--- src/rtl/rf_pkg.sv ---
// Shared definitions for the register-file write arbiter.
// Holds the $0 address, default address/data widths and the pending-write record.
// The record fields are valid, destination register and write data.
package rf_pkg;

    localparam int AW_DEF = 5;
    localparam int DW_DEF = 32;

    // Writes to $0 are architectural no-ops.
    localparam logic [4:0] REG_ZERO = 5'd0;

    // One queued MDU write at the default widths.
    typedef struct packed {
        logic              valid;
        logic [AW_DEF-1:0] wa;
        logic [DW_DEF-1:0] din;
    } pending_wr_t;

endpackage

--- src/rtl/rf_wr_fifo.sv ---
// Circular buffer of pending MDU register-file writes, DEPTH entries.
// Latency: a push becomes visible at the head one cycle later; head and flags are combinational from state.
// Backpressure: full is exported and the caller must not push when full unless it also pops.
// Ports:
//   clk, rst                     clock, async active-high reset
//   push, push_wa, push_din      enqueue request and payload
//   pop                          dequeue the head entry
//   kill_en, kill_wa             clear valid on every entry (including the one pushed now) with this address
//   head_vld, head_wa, head_din  head entry
//   full, empty                  occupancy flags
//   ent_vld, ent_wa              per-entry valid/address vectors for the busy compare
module rf_wr_fifo
    import rf_pkg::*;
#(
    parameter int DEPTH = 4,
    parameter int AW    = AW_DEF,
    parameter int DW    = DW_DEF,
    localparam int PW   = $clog2(DEPTH)
) (
    input  logic                   clk,
    input  logic                   rst,
    input  logic                   push,
    input  logic [AW-1:0]          push_wa,
    input  logic [DW-1:0]          push_din,
    input  logic                   pop,
    input  logic                   kill_en,
    input  logic [AW-1:0]          kill_wa,
    output logic                   head_vld,
    output logic [AW-1:0]          head_wa,
    output logic [DW-1:0]          head_din,
    output logic                   full,
    output logic                   empty,
    output logic [DEPTH-1:0]       ent_vld,
    output logic [DEPTH-1:0][AW-1:0] ent_wa
);

    logic [PW-1:0]           r_wptr;
    logic [PW-1:0]           r_rptr;
    logic [PW:0]             r_count;
    logic [DEPTH-1:0]        r_vld;
    logic [DEPTH-1:0][AW-1:0] r_wa;
    logic [DEPTH-1:0][DW-1:0] r_din;

    // An entry pushed together with a WB write to the same register is
    // born dead: the WB value is newer and must not be overwritten.
    logic w_push_vld;
    assign w_push_vld = !(kill_en && (kill_wa == push_wa));

    always_ff @(posedge clk or posedge rst) begin
        if (rst) begin
            r_wptr  <= '0;
            r_rptr  <= '0;
            r_count <= '0;
            r_vld   <= '0;
        end else begin
            for (int i = 0; i < DEPTH; i++) begin
                if (kill_en && (r_wa[i] == kill_wa)) begin
                    r_vld[i] <= 1'b0;
                end
            end
            if (pop) begin
                r_vld[r_rptr] <= 1'b0;
                r_rptr        <= r_rptr + 1'b1;
            end
            // Push comes last so that when full with a simultaneous pop
            // (wptr == rptr) the new entry's valid bit wins.
            if (push) begin
                r_vld[r_wptr] <= w_push_vld;
                r_wptr        <= r_wptr + 1'b1;
            end
            case ({push, pop})
                2'b10:   r_count <= r_count + 1'b1;
                2'b01:   r_count <= r_count - 1'b1;
                default: r_count <= r_count;
            endcase
        end
    end

    // Payload storage needs no reset; valid bits gate every use.
    always_ff @(posedge clk) begin
        if (push) begin
            r_wa[r_wptr]  <= push_wa;
            r_din[r_wptr] <= push_din;
        end
    end

    assign head_vld = r_vld[r_rptr];
    assign head_wa  = r_wa[r_rptr];
    assign head_din = r_din[r_rptr];
    assign full     = (r_count == (PW+1)'(DEPTH));
    assign empty    = (r_count == '0);
    assign ent_vld  = r_vld;
    assign ent_wa   = r_wa;

endmodule

--- src/rtl/rf_wr_arbiter.sv ---
// Shares the register-file write port between WB (priority) and the MDU, queueing MDU results that lose.
// Latency: port outputs are combinational in the same cycle; queued MDU writes drain on later free cycles.
// Backpressure: mdu_ready drops when the queue is full and no entry drains this cycle.
// Ports:
//   clk, rst                     clock, async active-high reset (queued writes are dropped)
//   wb_we, wb_wa, wb_din         WB stage write request
//   mdu_valid, mdu_wa, mdu_din   MDU result; mdu_ready = accepted this cycle
//   rf_we, rf_wa, rf_din         to the register file write port
//   chk_ra0/1 -> busy0/1         pending queued write to the given read address
module rf_wr_arbiter
    import rf_pkg::*;
#(
    parameter int DEPTH = 4,
    parameter int AW    = AW_DEF,
    parameter int DW    = DW_DEF
) (
    input  logic          clk,
    input  logic          rst,
    input  logic          wb_we,
    input  logic [AW-1:0] wb_wa,
    input  logic [DW-1:0] wb_din,
    input  logic          mdu_valid,
    input  logic [AW-1:0] mdu_wa,
    input  logic [DW-1:0] mdu_din,
    output logic          mdu_ready,
    output logic          rf_we,
    output logic [AW-1:0] rf_wa,
    output logic [DW-1:0] rf_din,
    input  logic [AW-1:0] chk_ra0,
    input  logic [AW-1:0] chk_ra1,
    output logic          busy0,
    output logic          busy1
);

    logic                    w_wb_req;
    logic                    w_mdu_nz;
    logic                    w_pop;
    logic                    w_bypass;
    logic                    w_push;
    logic                    w_head_vld;
    logic [AW-1:0]           w_head_wa;
    logic [DW-1:0]           w_head_din;
    logic                    w_full;
    logic                    w_empty;
    logic [DEPTH-1:0]        w_ent_vld;
    logic [DEPTH-1:0][AW-1:0] w_ent_wa;

    // A WB write to $0 is not a request: the port stays free for the MDU.
    assign w_wb_req = wb_we && (wb_wa != AW'(REG_ZERO));
    assign w_mdu_nz = mdu_valid && (mdu_wa != AW'(REG_ZERO));

    // The head drains whenever WB leaves the port free, even if killed.
    assign w_pop    = !w_wb_req && !w_empty;
    // Bypass only with an empty queue so MDU writes stay in order.
    assign w_bypass = !w_wb_req && w_empty && w_mdu_nz;

    assign mdu_ready = !w_full || w_pop;
    // $0 results are accepted but never enqueued.
    assign w_push    = w_mdu_nz && mdu_ready && !w_bypass;

    rf_wr_fifo #(
        .DEPTH (DEPTH),
        .AW    (AW),
        .DW    (DW)
    ) u_fifo (
        .clk      (clk),
        .rst      (rst),
        .push     (w_push),
        .push_wa  (mdu_wa),
        .push_din (mdu_din),
        .pop      (w_pop),
        .kill_en  (w_wb_req),
        .kill_wa  (wb_wa),
        .head_vld (w_head_vld),
        .head_wa  (w_head_wa),
        .head_din (w_head_din),
        .full     (w_full),
        .empty    (w_empty),
        .ent_vld  (w_ent_vld),
        .ent_wa   (w_ent_wa)
    );

    always_comb begin
        rf_we  = 1'b0;
        rf_wa  = wb_wa;
        rf_din = wb_din;
        if (w_wb_req) begin
            rf_we  = 1'b1;
            rf_wa  = wb_wa;
            rf_din = wb_din;
        end else if (w_pop) begin
            rf_we  = w_head_vld;
            rf_wa  = w_head_wa;
            rf_din = w_head_din;
        end else if (w_bypass) begin
            rf_we  = 1'b1;
            rf_wa  = mdu_wa;
            rf_din = mdu_din;
        end
        // No write may reach the register file while reset is held.
        if (rst) begin
            rf_we = 1'b0;
        end
    end

    // Only queued entries mark a register busy; a bypassed write lands
    // this cycle and needs no stall.
    always_comb begin
        busy0 = 1'b0;
        busy1 = 1'b0;
        for (int i = 0; i < DEPTH; i++) begin
            if (w_ent_vld[i] && (w_ent_wa[i] == chk_ra0)) busy0 = 1'b1;
            if (w_ent_vld[i] && (w_ent_wa[i] == chk_ra1)) busy1 = 1'b1;
        end
        if (chk_ra0 == AW'(REG_ZERO)) busy0 = 1'b0;
        if (chk_ra1 == AW'(REG_ZERO)) busy1 = 1'b0;
    end

endmodule
--- config.mk ---
export PLATFORM = sky130hd
export DESIGN_NAME = rf_wr_arbiter
export DESIGN_NICKNAME = d
export VERILOG_FILES = /design/src/rtl/rf_pkg.sv /design/src/rtl/rf_wr_fifo.sv /design/src/rtl/rf_wr_arbiter.sv
export SDC_FILE = /design/constraint.sdc
export NUM_CORES = 1
export LEC_CHECK = 0
export CAP_MARGIN = 15
export CORE_UTILIZATION = 45
export CTS_CLUSTER_DIAMETER = 150
export DETAILED_ROUTE_END_ITERATION = 8
export PLACE_DENSITY = 0.79
export SLEW_MARGIN = 40
export SYNTH_ARGS = -nofsm -noshare
export SYNTH_HDL_FRONTEND = slang
export SYNTH_SLANG_ARGS = --single-unit
--- constraint.sdc ---
create_clock -name clk -period 3 [get_ports clk]
set_input_delay 0.3 -clock clk [delete_from_list [all_inputs] [get_ports clk]]
set_output_delay 0.3 -clock clk [all_outputs]
set_load 0.02 [all_outputs]
==> reports/qor.csv <==
stage;metric;value;unit
outcome;outcome;finished clean;
critical_path;critPathSlowestCell;or4_4;
critical_path;r2r_slack;0.35;ns
critical_path;r2r-end;u_fifo.r_count[2];
layout;area_taken_by_flip_flops_and_latches;4720;sq um
synth;yosys-mux-area-fraction;0.122;
clocking;clock_path_buffers;2;
clocking;cts.sinks;159;
sta;grt_setup_unrepaired;no;
drt;routed_wirelength;18800;um
critical_path;crit_arrival;2.58;ns
drt;drt_iter0_markers;256;
place;place.gp.congestion;0.905;
critical_path;timing.critical_path.to;rf_we;
critical_path;timing.critical_path.from_type;input pin;
clocking;cts_htree_levels;4;
synth;mappedNetlistArea;7600;sq um
power_and_ir_drop;design_power_total;8.72;mW
synth;top_cells_by_area_synth;edfxtp_1 (58%), mux4_2 (11%), xor2_1 (4.3%), xnor2_1 (3.8%), dfrtp_1 (3.6%);
layout;final_cell_count_no_fill;887;
place;placedInstanceArea;9420;sq um
layout;antenna_cells_inserted;0;
worst_hold_path;holdCritPathClass;in2async;
power_and_ir_drop;ir_worst_vdd;0.000451;V
flow_run;max-cap-violations;0;
clocking;num_cts_buffers;17;
drt;drt-wirelength-per-cell;21.2;um
drt;drt_pass1_iterations;5;
synth;synthDominantAreaCellType;edfxtp_1;
clocking;post-cts-setup-buffer-count;0;
sta;final_hold_viol_count;0;
critical_path;maximum_fanout_encountered_on_the_critical_timing_path;3;
sta;worst-slew-pin-transition;0.506;ns
sta;period_minus_slack;2.88;ns
die;num_io_pins;129;
place;place.detailed.instances;855;
synth;synth_edf_count;148;
clocking;insertion_delay;0.42;ns
die;floorplan.die.height;132;um
grt;global_route.usage.total;0.225;
synth;adder_and_majority_gate_portion_of_the_synthesized_area;0.0174;
die;chipWidth;132;um
synth;synth_xor_area_frac;0.0806;
power_and_ir_drop;power_density;875;nW/um^2
critical_path;ff2ff_path_depth;10;
synth;cell_with_the_most_instances_after_synthesis;edfxtp_1;
synth;async_reset_ff_frac;0.0692;
critical_path;timing.rr.start;u_fifo.r_count[0];
grt;grt_first_pass_wirelength;29400;um
die;dieArea;17400;sq um
sta;relSlewSlack;0.663;
synth;synthCells;510;
sta;setup_ws;0.118;ns
synth;yosysSeqAreaShare;0.621;
grt;grt_antenna_before_repair;0;
critical_path;critPathCaptureType;output pin;
layout;area_used_by_multi_input_combinational_logic;2670;sq um
drt;detailroute.via_count;5019;
layout;drive_above_1_share;0.181;
layout;layout.core_utilization;0.603;
place;dpl.hpwl;12900;um
sta;max_freq;347;MHz
synth;synth_compound_gate_area_share;0.0714;
drt;drtAntennaViolNets;0;
synth;synth_fp_nets;608;
grt;globalRouteOverflowTotal;0;
place;pre_cts_ws;-0.149;ns
die;rows;47;
clocking;clockRootBuffer;clkbuf_16;
sta;finalSetupViolations;0;
synth;postSynthRegisterBits;159;
synth;avgSynthCellArea;14.9;sq um
synth;synthFlopType;edfxtp_1;
sta;slew_violations;0;
drt;drt-vias-per-instance;5.66;
layout;num-fill-cells;1233;
sta;fin_hold_ws;0.263;ns
grt;grt_pass1_vias;5311;
synth;post_synth_num_cell_types;34;
synth;synth.top_cell.area_share;0.584;
place;port-buffer-count;128;
die;core;16500;sq um
critical_path;crit_start;wb_wa[0];
critical_path;crit_chain;clkdlybuf4s50_1 > or4_4 > buf_4 > o21a_1 > buf_4 > a21oi_1 > a21oi_1 > clkdlybuf4s50_1;
critical_path;slowest_delay;0.57;ns
power_and_ir_drop;power_leakage;3.44;nW
synth;ys_warn_count;0;
synth;synth_top_family_by_area;multiplexers;
grt;pin_count_of_the_biggest_net_entering_global_routing;46;
drt;route.detailed.drc;0;
critical_path;critPathKind;in2out;
layout;areaGrowthSynthToFinish;31.1;%
clocking;cts_tree;built;
sta;worst_clock_skew;0.00694;ns
sta;finalCritPeriodShare;0.961;
sta;setup_total_negative_slack;0;ns
synth;synth_common_cells;edfxtp_1 (148), nor2_1 (40), a21oi_1 (39), mux4_2 (38);
critical_path;worst-endpoint-required;2.70;ns
synth;post_synth_and_or_nand_nor_area_fraction;0.0578;
layout;final_design_area_no_fill;9970;sq um
die;initial_utilization;0.460;
layout;finish.net_count;752;
clocking;clk_transition_reported_paths;0.06;ns
[how the worst min path moves through the flow]
stage	end	depth (start not counted)	startpoint
floorplan	u_fifo.ent_vld[0]	1	rst
global placement	u_fifo.r_count[2]	1	u_fifo.r_count[2]
detailed placement	u_fifo.r_count[2]	1	u_fifo.r_count[2]
CTS	u_fifo.r_count[2]	2	rst
global route	u_fifo.r_count[0]	2	rst
finish	u_fifo.r_count[2]	2	rst
[critical path: cells and delay by family]
kind	cells	cell delay (ns)
AO/OA/AOI/OAI	3	0.44
AND/OR/NAND/NOR	1	0.57
buffers and inverters	4	1.28
[where the power goes]
group / total [mW] / internal [mW] / switching, mW
logic: 3.31 / 1.65 / 1.67
clock network: 2.12 / 1.24 / 0.885
registers: 3.28 / 2.94 / 0.340
total: 8.72 / 5.82 / 2.89
[cell families (layout without fill, tap and decap cells)]
family	Yosys count	after routing
flip-flops	159	159
adder cells (fa/ha/maj)	10	10
multiplexers	43	43
buffers and inverters	50	207
AO/OA/AOI/OAI	90	90
XOR/XNOR	70	70
AND/OR/NAND/NOR	88	88
[cell type report]
class / count / share of cell area
Tap cell: 220 / 0.0276
Clock inverter: 14 / 0.0157
Inverter: 10 / 0.00377
Multi-Input combinational cell: 301 / 0.268
Clock buffer: 18 / 0.0431
Timing Repair Buffer: 165 / 0.168
Sequential cell: 159 / 0.474
[cells in the final DEF (no fill, tap or decap), types with 2 or more instances in the layout]
master	n
edfxtp_1	148
clkdlybuf4s50_1	91
nor2_1	40
a21oi_1	39
mux4_2	38
xor2_1	37
o22ai_1	37
dlygate4sd2_1	37
xnor2_1	33
buf_4	23
clkbuf_16	17
nand3_1	16
buf_12	13
inv_1	10
ha_1	9
dfrtp_1	9
nor4_1	8
nand2_1	7
o21a_1	5
or4_1	4
and2_4	4
o311a_1	4
mux2_4	4
inv_6	4
nand4_1	3
clkinvlp_4	3
nor3_1	2
o21ai_0	2
clkinv_2	2
clkinv_4	2
bufinv_16	2
dfrtp_2	2
[repair_timing]
item / in CTS / in global routing
setup endpoints to repair: 37 / 0
hold endpoints to repair: 0 / 0
gates resized for setup: 38 / 0
hold buffers: 0 / 0
[state kept, by name, indices dropped and copies added, names as in the netlist]
signal	flops
u_fifo.r_rptr	2
u_fifo.r_wptr	2
u_fifo.r_count	3
u_fifo.r_din	128
u_fifo.ent_wa	20
u_fifo.ent_vld	4
[routing by layer]
layer	up-vias	wire length, um	GRT usage	part of all wire
met5	-	0	0	0
met4	0	320	0.0730	0.017
met3	30	921	0.0465	0.049
met2	199	9490	0.374	0.51
met1	2539	8040	0.296	0.43
li1	2251	-	-	-
Note: power is estimated with default switching activity, not from simulation.
